File: src/rtl/rx_engine.sv
// UART receive engine: 2-flop synchronized RX, mid-bit sampling with a K+1 clock bit
// time, 7/8-bit frames with optional even/odd parity, sticky parity/framing/overrun flags.
module rx_engine (
    input  logic        clk,
    input  logic        rst,
    input  logic        RX,
    input  logic        eight,
    input  logic        parity,
    input  logic        OHEL,
    input  logic [18:0] K,
    input  logic        CLR_RDY,
    input  logic        CLR_ERR,
    output logic        RXRDY,
    output logic [7:0]  UART_RDATA,
    output logic        PERR,
    output logic        FERR,
    output logic        OVF
);

    typedef enum logic [1:0] {
        IDLE  = 2'd0,
        START = 2'd1,
        DATA  = 2'd2
    } state_t;

    state_t      state_q;
    logic        rx_meta_q;
    logic        rxs_q;
    logic [18:0] btc_q;
    logic [3:0]  sc_q;
    logic [9:0]  sr_q;
    logic        done_q;

    logic        rxrdy_q;
    logic [7:0]  rdata_q;
    logic        perr_q;
    logic        ferr_q;
    logic        ovf_q;

    logic        htu;
    logic        btu;
    logic [3:0]  n_shifts;
    logic [3:0]  sc_inc;
    logic [7:0]  data_d;
    logic        par_bit;
    logic        exp_par;
    logic        perr_hit;
    logic        ferr_hit;

    assign htu      = (btc_q == (K >> 1));
    assign btu      = (btc_q == K);
    assign n_shifts = 4'd8 + {3'b000, eight} + {3'b000, parity};
    assign sc_inc   = sc_q + 4'd1;

    always_ff @(posedge clk or negedge rst) begin
        if (!rst) begin
            rx_meta_q <= 1'b1;
            rxs_q     <= 1'b1;
        end else begin
            rx_meta_q <= RX;
            rxs_q     <= rx_meta_q;
        end
    end

    // Frame FSM: start bit is qualified at mid-bit, then every K+1 clocks one bit is shifted in.
    always_ff @(posedge clk or negedge rst) begin
        if (!rst) begin
            state_q <= IDLE;
            btc_q   <= 19'd0;
            sc_q    <= 4'd0;
            sr_q    <= 10'd0;
            done_q  <= 1'b0;
        end else begin
            done_q <= 1'b0;
            case (state_q)
                IDLE: begin
                    btc_q <= 19'd0;
                    sc_q  <= 4'd0;
                    if (!rxs_q) begin
                        state_q <= START;
                    end
                end
                START: begin
                    if (htu) begin
                        btc_q   <= 19'd0;
                        state_q <= rxs_q ? IDLE : DATA;
                    end else begin
                        btc_q <= btc_q + 19'd1;
                    end
                end
                DATA: begin
                    if (btu) begin
                        btc_q <= 19'd0;
                        sr_q  <= {rxs_q, sr_q[9:1]};
                        sc_q  <= sc_inc;
                        if (sc_inc == n_shifts) begin
                            done_q  <= 1'b1;
                            state_q <= IDLE;
                        end
                    end else begin
                        btc_q <= btc_q + 19'd1;
                    end
                end
                default: state_q <= IDLE;
            endcase
        end
    end

    // Field positions depend on how many shifts the frame took; the stop bit always ends in SR[9].
    always_comb begin
        data_d  = 8'h00;
        par_bit = 1'b0;
        case ({eight, parity})
            2'b00: data_d = {1'b0, sr_q[8:2]};
            2'b01: begin
                data_d  = {1'b0, sr_q[7:1]};
                par_bit = sr_q[8];
            end
            2'b10: data_d = sr_q[8:1];
            default: begin
                data_d  = sr_q[7:0];
                par_bit = sr_q[8];
            end
        endcase
    end

    assign exp_par  = (^data_d) ^ OHEL;
    assign perr_hit = parity & (par_bit != exp_par);
    assign ferr_hit = ~sr_q[9];

    always_ff @(posedge clk or negedge rst) begin
        if (!rst) begin
            rxrdy_q <= 1'b0;
            rdata_q <= 8'h00;
            perr_q  <= 1'b0;
            ferr_q  <= 1'b0;
            ovf_q   <= 1'b0;
        end else begin
            if (done_q) begin
                rdata_q <= data_d;
                rxrdy_q <= 1'b1;
            end else if (CLR_RDY) begin
                rxrdy_q <= 1'b0;
            end
            perr_q <= (perr_q & ~CLR_ERR) | (done_q & perr_hit);
            ferr_q <= (ferr_q & ~CLR_ERR) | (done_q & ferr_hit);
            ovf_q  <= (ovf_q  & ~CLR_ERR) | (done_q & rxrdy_q);
        end
    end

    assign RXRDY      = rxrdy_q;
    assign UART_RDATA = rdata_q;
    assign PERR       = perr_q;
    assign FERR       = ferr_q;
    assign OVF        = ovf_q;

endmodule

File: config.mk
export PLATFORM = sky130hd
export DESIGN_NAME = rx_engine
export DESIGN_NICKNAME = d
export VERILOG_FILES = /design/src/rtl/rx_engine.sv
export SDC_FILE = /design/constraint.sdc
export NUM_CORES = 1
export LEC_CHECK = 0
export ABC_AREA = 1
export CAP_MARGIN = 20
export CORE_MARGIN = 2
export CORE_UTILIZATION = 35
export DETAILED_ROUTE_END_ITERATION = 8
export HOLD_SLACK_MARGIN = 0.02
export PLACE_DENSITY = 0.53
export SLEW_MARGIN = 40
export SYNTH_ARGS = -nofsm -noshare
export SYNTH_HDL_FRONTEND = slang
export SYNTH_SLANG_ARGS = --single-unit
File: constraint.sdc
create_clock -name clk -period 1.46 [get_ports clk]
set_input_delay 0.146 -clock clk [delete_from_list [all_inputs] [get_ports clk]]
set_output_delay 0.146 -clock clk [all_outputs]
set_load 0.02 [all_outputs]
======== Yosys cells after proc, flatten, opt, wreduce, memory -nomap -nowiden ========
Index checks and enable logic that the tools add are counted.
word-level totals
  flip-flop bits (word level) ............. 50
  output and inout port bits .............. 12
operators by class
  equality and inequality tests ........... 12
  add/sub/neg operators ................... 4
  reduce and logical (&&, ||, !) cells .... 10
  bitwise gates (word level) .............. 13
  mux-type cells .......................... 18
operator list
  operator                                                               number
  19-bit case mux with 3 select lines                                    1
  19-bit 2-to-1 mux                                                      2
  8-bit case mux with 3 select lines                                     1
  19-bit by 1-bit adder with 19-bit output, second input constant        1
  19-bit by 18-bit equality test with 1-bit output                       1
  19-bit equality test                                                   1
  2-bit 2-to-1 mux                                                       5
  2-bit != test, second input constant                                   4
  4-bit case mux with 2 select lines                                     1
  8-bit parity                                                           1
  1-bit bitwise AND                                                      7
  1-bit 2-to-1 mux                                                       6
  2-bit case mux with 3 select lines                                     1
  4-bit by 1-bit adder with 4-bit output                                 1
  4-bit by 1-bit adder with 4-bit output, first input constant           1
  4-bit by 1-bit adder with 4-bit output, second input constant          1
  2-bit by 1-bit equality test with 1-bit output, second input constant  2
  2-bit equality test, second input constant                             2
  4-bit equality test                                                    1
  2-bit zero test                                                        2
  4-bit 2-to-1 mux                                                       1
  2-bit AND reduction                                                    2
  4-bit AND reduction                                                    1
  2-bit nonzero test                                                     2
  other kinds (6)                                                        9

======== Depth between registers and ports, before layout ========
Gate-level depths: netlist (run 1).
  depth in word-level cells ............... 8
  depth in mapped cells ................... 16
  gate-level depth less buffers ........... 15

======== Least setup slack after synthesis (run 1) ========
No wires, ideal clock.
  path kind ............................... register to register
  from .................................... reg sc_q[0]
  to ...................................... reg state_q[0]
  slack ................................... -0.112 ns
  setup time .............................. 0.126 ns
  cell stages (with the launch flop) ...... 10
  path buffers ............................ 0
  data required time ...................... 1.334 ns
  data arrival time ....................... 1.446 ns
  cells stage by stage .................... dfrtp_1 > ha_1 > xnor2_1 > nand3_1 > nor2_1 > nor2_1 > a21oi_1 > nand3_1 > nand2_1 > o21ai_0
on the way
  longest elaborated chain between the ends .. 4
ends and longest elaborated chain
  item                                    RTL line  source
  start: declaration                      30        logic [3:0] sc_q;
  start signal: assignment                95        sc_q <= sc_inc;
  4-bit by 1-bit adder with 4-bit output  53        assign sc_inc = sc_q + 4'd1;
  4-bit equality test                     96        if (sc_inc == n_shifts) begin
  2-bit != test (no source line)          n/a
  4-bit AND reduction (no source line)    n/a
  end signal: assignment                  86        state_q <= rxs_q ? IDLE : DATA;
  end: declaration                        26        state_t state_q;
No other way between the ends.
A chain may end at the register's enable or synchronous reset.

======== Worst setup path after layout (run 1) ========
  from .................................... reg btc_q[6]
  to ...................................... reg sc_q[3]
on the way
  longest elaborated chain between the ends .. 3
ends and longest elaborated chain
  item                                  RTL line  source
  start: declaration                    29        logic [18:0] btc_q;
  start signal: assignment              88        btc_q <= btc_q + 19'd1;
  start signal: assignment              101       btc_q <= btc_q + 19'd1;
  19-bit equality test                  51        assign btu = (btc_q == K);
  2-bit != test (no source line)        n/a
  2-bit AND reduction (no source line)  n/a
No other way between the ends.

==> flow_metrics.env, run 1 <==
export IMPL_run_status="finished, violations left"
export IMPL_violations="setup timing"
export IMPL_cts_buffers=5
export IMPL_drc=0
export IMPL_ys_seq_area_frac=0.358
export IMPL_r2r_start="btc_q[6]"
export IMPL_core_area_sq_mm=0.00973
export IMPL_start_util=0.360
export IMPL_fmax_ghz=0.592
export IMPL_path_max_fanout=4
export IMPL_synth_flop_cell="dfrtp_1"
export IMPL_required_ns=1.71
export IMPL_setup_viol=36
export IMPL_finalHoldViolCount=0
export IMPL_start_kind="flop"
export IMPL_rrSetupSlack_ns=-0.23
export IMPL_n_antenna_cell=0
export IMPL_hold_start="RX"
export IMPL_wl_mm=8.63
export IMPL_dp_slack_ns=-0.693
export IMPL_grt_use_total=0.164
export IMPL_gp_congestion=0.804
export IMPL_htreeDepth=2
export IMPL_power_density_mw_per_mm2=744
export IMPL_grt_pass1_vias=3119
export IMPL_rsz0062_at_grt="yes"
export IMPL_utilization=0.503
export IMPL_grt_pass1_wl_mm=14.6
export IMPL_arrival_ns=1.93
export IMPL_path_class="flop to flop"
export IMPL_syn_nets=524
export IMPL_overflow=0
export IMPL_hold_path_class="input port to flop"
export IMPL_skew_ns=0.00675
export IMPL_vias=3296
export IMPL_syn_inst=486
export IMPL_cts_tree="yes"
export IMPL_antenna_found_initial=0
export IMPL_slew_violations=0
export IMPL_ys_ff_latch=50
export IMPL_drive_gt1_frac=0.292
export IMPL_rr_endpoint="sc_q[3]"
export IMPL_routedWlPerCell_microns=12.1
export IMPL_grt_max_degree=41
export IMPL_first_pass_iters=4
export IMPL_hold_end="rx_meta_q"
export IMPL_placed_area_sq_mm=0.00440
export IMPL_min_path_cells=1
export IMPL_clk_path_buf_depth=2
export IMPL_worstSetupEndpointType="flop"
export IMPL_final_area_sq_mm=0.00489
export IMPL_leakage_nw=2.34
export IMPL_finalCritPeriodShare=1.16
export IMPL_whs_ns=0.238
export IMPL_io_pin_count=39
export IMPL_port_buffers=38
export IMPL_worstMarginPinSlew_ns=0.416
export IMPL_die_w_microns=104
export IMPL_nets=619
export IMPL_area_growth_pct=39.6
export IMPL_clkLatencyLatePin_ns=0.31
export IMPL_die_h_microns=104
export IMPL_reg2reg_depth=10
export IMPL_yosysWarnings=0
export IMPL_synth_cell_area_sq_mm=0.00350
export IMPL_ys_async_sr_fraction=1.00
export IMPL_vias_per_cell=4.61
export IMPL_ir_worst_vdd_v=0.000548
export IMPL_cts_sinks=50
export IMPL_final_common_cell="nand2_1"
export IMPL_clockRootBuffer="clkbuf_8"
export IMPL_power_mw=3.64
export IMPL_hpwl_mm=6.46
export IMPL_drt_iter0_drc=123
export IMPL_synth_cell_type_count=34
export IMPL_clkTransAtPathRegs_ns=0.09
export IMPL_slew_headroom=0.720
export IMPL_finalCriticalPeriod_ns=1.69
export IMPL_num_rows=36
export IMPL_postSynthAreaPerCell_sq_um=7.21
export IMPL_maxCapViolCount=0
export IMPL_fp_dieArea_sq_mm=0.0108
export IMPL_layout_setup_ws_ns=-0.228
export IMPL_final_cell_mix="153 x nand2_1, 61 x buf_4, 40 x nor2_1"
export IMPL_synth_edff_count=0
export IMPL_ant_nets=0
==> flip-flops by register name, summed over array words and instances (netlist names) <==
| name | cells |
|---|---|
| OVF | 1 |
| btc_q | 19 |
| done_q | 1 |
| FERR | 1 |
| rx_meta_q | 1 |
| rxs_q | 1 |
| state_q | 2 |
| sr_q | 10 |
| RXRDY | 1 |
| UART_RDATA | 8 |
| PERR | 1 |
| sc_q | 4 |
==> critical path, cell delays in order (launching register included) <==
cell and delay, ns:
dfrtp_2 0.45, buf_6 0.13, xor2_1 0.14, nor2_1 0.09, nand2_1 0.07, nor2_2 0.12, nand3_4 0.12, nor2_4 0.12
inv_2 0.07, or2_1 0.24, nand2_1 0.08
==> report_power, final <==
part           internal, mW  total [mW]  switching, mW
combinational         0.521        1.28          0.764
sequential             1.43        1.48         0.0569
clock                 0.382       0.871          0.488
==> worst max path at each step <==
stage,from,endpoint,cells after the start
5_1_grt,btc_q[6],btc_q[18],11
4_1_cts,btc_q[6],btc_q[6],10
3_3_place_gp,parity,PERR,16
6_report,btc_q[6],sc_q[3],10
2_1_floorplan,btc_q[8],btc_q[12],11
3_5_place_dp,eight,PERR,13
==> routing by layer <==
layer | track usage | share of wire | wire (microns)
met1 | 0.225 | 0.48 | 4170
met2 | 0.272 | 0.48 | 4110
met3 | 0.0244 | 0.026 | 226
met4 | 0.0376 | 0.014 | 121
met5 | 0 | 0 | 0
==> Yosys cell counts, types with 3 or more instances <==
cell,number,share of area
nor2_1,44,0.047
o21ai_1,7,0.010
buf_6,4,0.013
ha_1,11,0.039
xnor2_1,19,0.048
dfrtp_1,48,0.34
buf_4,4,0.0086
nand2_1,165,0.18
inv_1,41,0.044
o21ai_0,32,0.046
xor2_1,21,0.053
nand3_1,22,0.031
clkbuf_1,4,0.0043
buf_2,6,0.0086
clkbuf_2,3,0.0043
nor3_1,6,0.0086
o21bai_1,6,0.013
nand4_1,7,0.012
inv_2,4,0.0043
o21ai_2,10,0.025
a21oi_1,3,0.0043
==> cell type report <==
| class | count | area, sq um |
|---|---|---|
| timing repair buffer | 108 | 945 |
| fill | 1003 | 4840 |
| tap | 133 | 166 |
| multi-input combinational | 371 | 2250 |
| inverter | 45 | 174 |
| sequential | 50 | 1260 |
| clock inverter | 2 | 12.5 |
| clock buffer | 6 | 82.6 |
==> per-stage QoR <==
step                TNS, ns  cells
floorplan            -0.897    486
global placement     -18.48    694
detailed placement   -19.89    694
CTS                   -7.07    708
global route          -9.80    715
finish                -6.29    715
==> cell families (layout without fill, tap and decap cells) <==
kind of cell,count (synthesis),count (layout),synth area share
buffers and inverters,66,161,0.0868
AND/OR/NAND/NOR,258,259,0.312
AO/OA/AOI/OAI,61,61,0.104
XOR/XNOR,40,40,0.100
adder cells (fa/ha/maj),11,11,0.0393
flip-flops,50,50,0.358
==> repair_timing <==
action	in CTS	in global routing
gates resized for setup	43	57
pin swaps	11	16
hold buffers	1	0
cloned	1	0
setup buffers	4	7
endpoints found under the hold margin	10	0
setup endpoints to repair	44	42
Note: power is estimated with default switching activity, not from simulation.
==> run 2, diff against run 1 <==
--- a/config.mk
+++ b/config.mk
@@ -10,8 +10,8 @@
 export CORE_MARGIN = 2
 export CORE_UTILIZATION = 35
 export DETAILED_ROUTE_END_ITERATION = 8
-export HOLD_SLACK_MARGIN = 0.02
 export PLACE_DENSITY = 0.53
+export SETUP_SLACK_MARGIN = 0.1
 export SLEW_MARGIN = 40
 export SYNTH_ARGS = -nofsm -noshare
 export SYNTH_HDL_FRONTEND = slang
==> flow_metrics.env, run 2 (synthesis gave the netlist of run 1 again) <==
export IMPL_arrival_ns=1.95
export IMPL_worstMarginPinSlew_ns=0.416
export IMPL_area_growth_pct=40.6
export IMPL_drt_iter0_drc=109
export IMPL_maxCapViolCount=0
export IMPL_cts_buffers=5
export IMPL_rsz0062_at_grt="yes"
export IMPL_whs_ns=0.234
export IMPL_path_max_fanout=5
export IMPL_placed_area_sq_mm=0.00443
export IMPL_die_w_microns=104
export IMPL_clockRootBuffer="clkbuf_8"
export IMPL_power_density_mw_per_mm2=791
export IMPL_seqPwrFrac=0.380
export IMPL_routedWlPerCell_microns=12.2
export IMPL_skew_ns=0.0129
export IMPL_io_pin_count=39
export IMPL_clkTransAtPathRegs_ns=0.11
export IMPL_hpwl_mm=6.44
export IMPL_fp_dieArea_sq_mm=0.0108
export IMPL_ir_worst_vdd_v=0.000495
export IMPL_slew_violations=0
export IMPL_grt_max_degree=41
export IMPL_num_rows=36
export IMPL_violations="setup timing"
export IMPL_n_antenna_cell=0
export IMPL_finalHoldViolCount=0
export IMPL_leakage_nw=2.36
export IMPL_power_frac_comb=0.356
export IMPL_start_kind="flop"
export IMPL_finalCritPeriodShare=1.17
export IMPL_first_pass_iters=4
export IMPL_setup_viol=36
export IMPL_path_class="flop to flop"
export IMPL_fill_cells=980
export IMPL_drive_gt1_frac=0.300
export IMPL_regMostFlops="btc_q"
export IMPL_vias_per_cell=4.59
export IMPL_fmax_ghz=0.588
export IMPL_grt_use_total=0.167
export IMPL_pwr_share_clk=0.265
export IMPL_layout_setup_ws_ns=-0.242
export IMPL_final_area_sq_mm=0.00492
export IMPL_required_ns=1.71
export IMPL_die_h_microns=104
export IMPL_overflow=0
export IMPL_final_common_cell="nand2_1"
export IMPL_finalCriticalPeriod_ns=1.70
export IMPL_antenna_found_initial=0
export IMPL_cts_tree="yes"
export IMPL_nets=621
export IMPL_hold_path_class="input port to flop"
export IMPL_ant_nets=0
export IMPL_wl_mm=8.77
export IMPL_slew_headroom=0.721
export IMPL_grt_pass1_wl_mm=15.0
export IMPL_core_area_sq_mm=0.00973
export IMPL_clk_path_buf_depth=2
export IMPL_p_int_mw=2.51
export IMPL_switching_share=0.355
export IMPL_p_switching_mw=1.38
export IMPL_drc=0
export IMPL_grt_pass1_vias=3208
export IMPL_htreeDepth=2
export IMPL_port_buffers=38
export IMPL_worstSetupEndpointType="flop"
export IMPL_clkLatencyLatePin_ns=0.31
export IMPL_start_util=0.360
export IMPL_largest_reg_flops=19
export IMPL_final_cell_mix="148 x nand2_1, 62 x buf_4, 40 x dfrtp_1"
export IMPL_run_status="finished, violations left"
export IMPL_gp_congestion=0.833
export IMPL_cts_sinks=50
export IMPL_vias=3288
==> run 2: area by class of cell <==
cell class / count / area [sq um] / area share
clock inverters: 3 / 47.5 / 0.00965
multi-input cells: 371 / 2260 / 0.458
clock buffers: 5 / 68.8 / 0.0140
flip-flops and latches: 50 / 1260 / 0.257
well taps: 133 / 166 / 0.0338
inverters: 45 / 176 / 0.0358
repair buffers: 110 / 945 / 0.192
==> run 2: stage by stage <==
| step | setup TNS [ns] | utilization | power [mW] | cells | setup slack [ns] |
|---|---|---|---|---|---|
| finish | -6.60 | 0.506 | 3.89 | 717 | -0.242 |
| global route | -10.65 | 0.506 | 4.14 | 717 | -0.352 |
| CTS | -6.81 | 0.492 | 3.85 | 712 | -0.231 |
| detailed placement | -18.73 | 0.455 | 2.52 | 695 | -0.667 |
| global placement | -18.43 | 0.455 | 2.51 | 695 | -0.608 |
| floorplan | -1.06 | - | 2.15 | 486 | -0.0700 |
==> run 2: power groups by stage <==
stage	Combinational, mW	Sequential, mW	Clock, mW
after floorplan	0.670	1.48	0
after global placement	1.01	1.50	0
after detailed placement	1.02	1.50	0
after CTS	1.30	1.48	1.07
after global routing	1.52	1.49	1.13
final	1.38	1.48	1.03
==> run 2: critical path: stages, from the launching register on <==
cell and delay [ns]:
dfrtp_1 0.39, buf_4 0.15, xnor2_1 0.15, nand4_1 0.12, nor2_2 0.16, nand3_4 0.13, nor2_4 0.15, inv_4 0.07
or2_1 0.23, nor2_2 0.08
==> run 2: layer usage <==
| layer | vias to the layer above | track usage | wire, microns | share of wire |
|---|---|---|---|---|
| li1 | 1720 | - | - | - |
| met1 | 1508 | 0.229 | 4220 | 0.48 |
| met2 | 52 | 0.280 | 4160 | 0.47 |
| met3 | 8 | 0.0257 | 301 | 0.034 |
| met4 | 0 | 0.0376 | 94 | 0.011 |
| met5 | - | 0 | 0 | 0 |
==> run 2: path summary, 6_finish.rpt <==
| check | from | end | slack (ns) | cells past startpoint |
|---|---|---|---|---|
| max in group asynchronous | rst | rx_meta_q | 0.61 | 3 |
| worst max-delay path | btc_q[9] | done_q | -0.24 | 9 |
| worst max register to register | btc_q[9] | done_q | -0.24 | 9 |
| min in group asynchronous | rst | btc_q[9] | 0.26 | 2 |
| worst min register to register | rx_meta_q | rxs_q | 0.37 | 0 |
| worst min-delay path | RX | rx_meta_q | 0.23 | 1 |
==> run 2: repair_timing <==
action,CTS,global route
pin swaps,22,24
buffers inserted,8,5
setup endpoints to repair,56,38
resized for setup,71,36
gates cloned,1,0
hold buffers,1,0
hold endpoints to repair,10,0
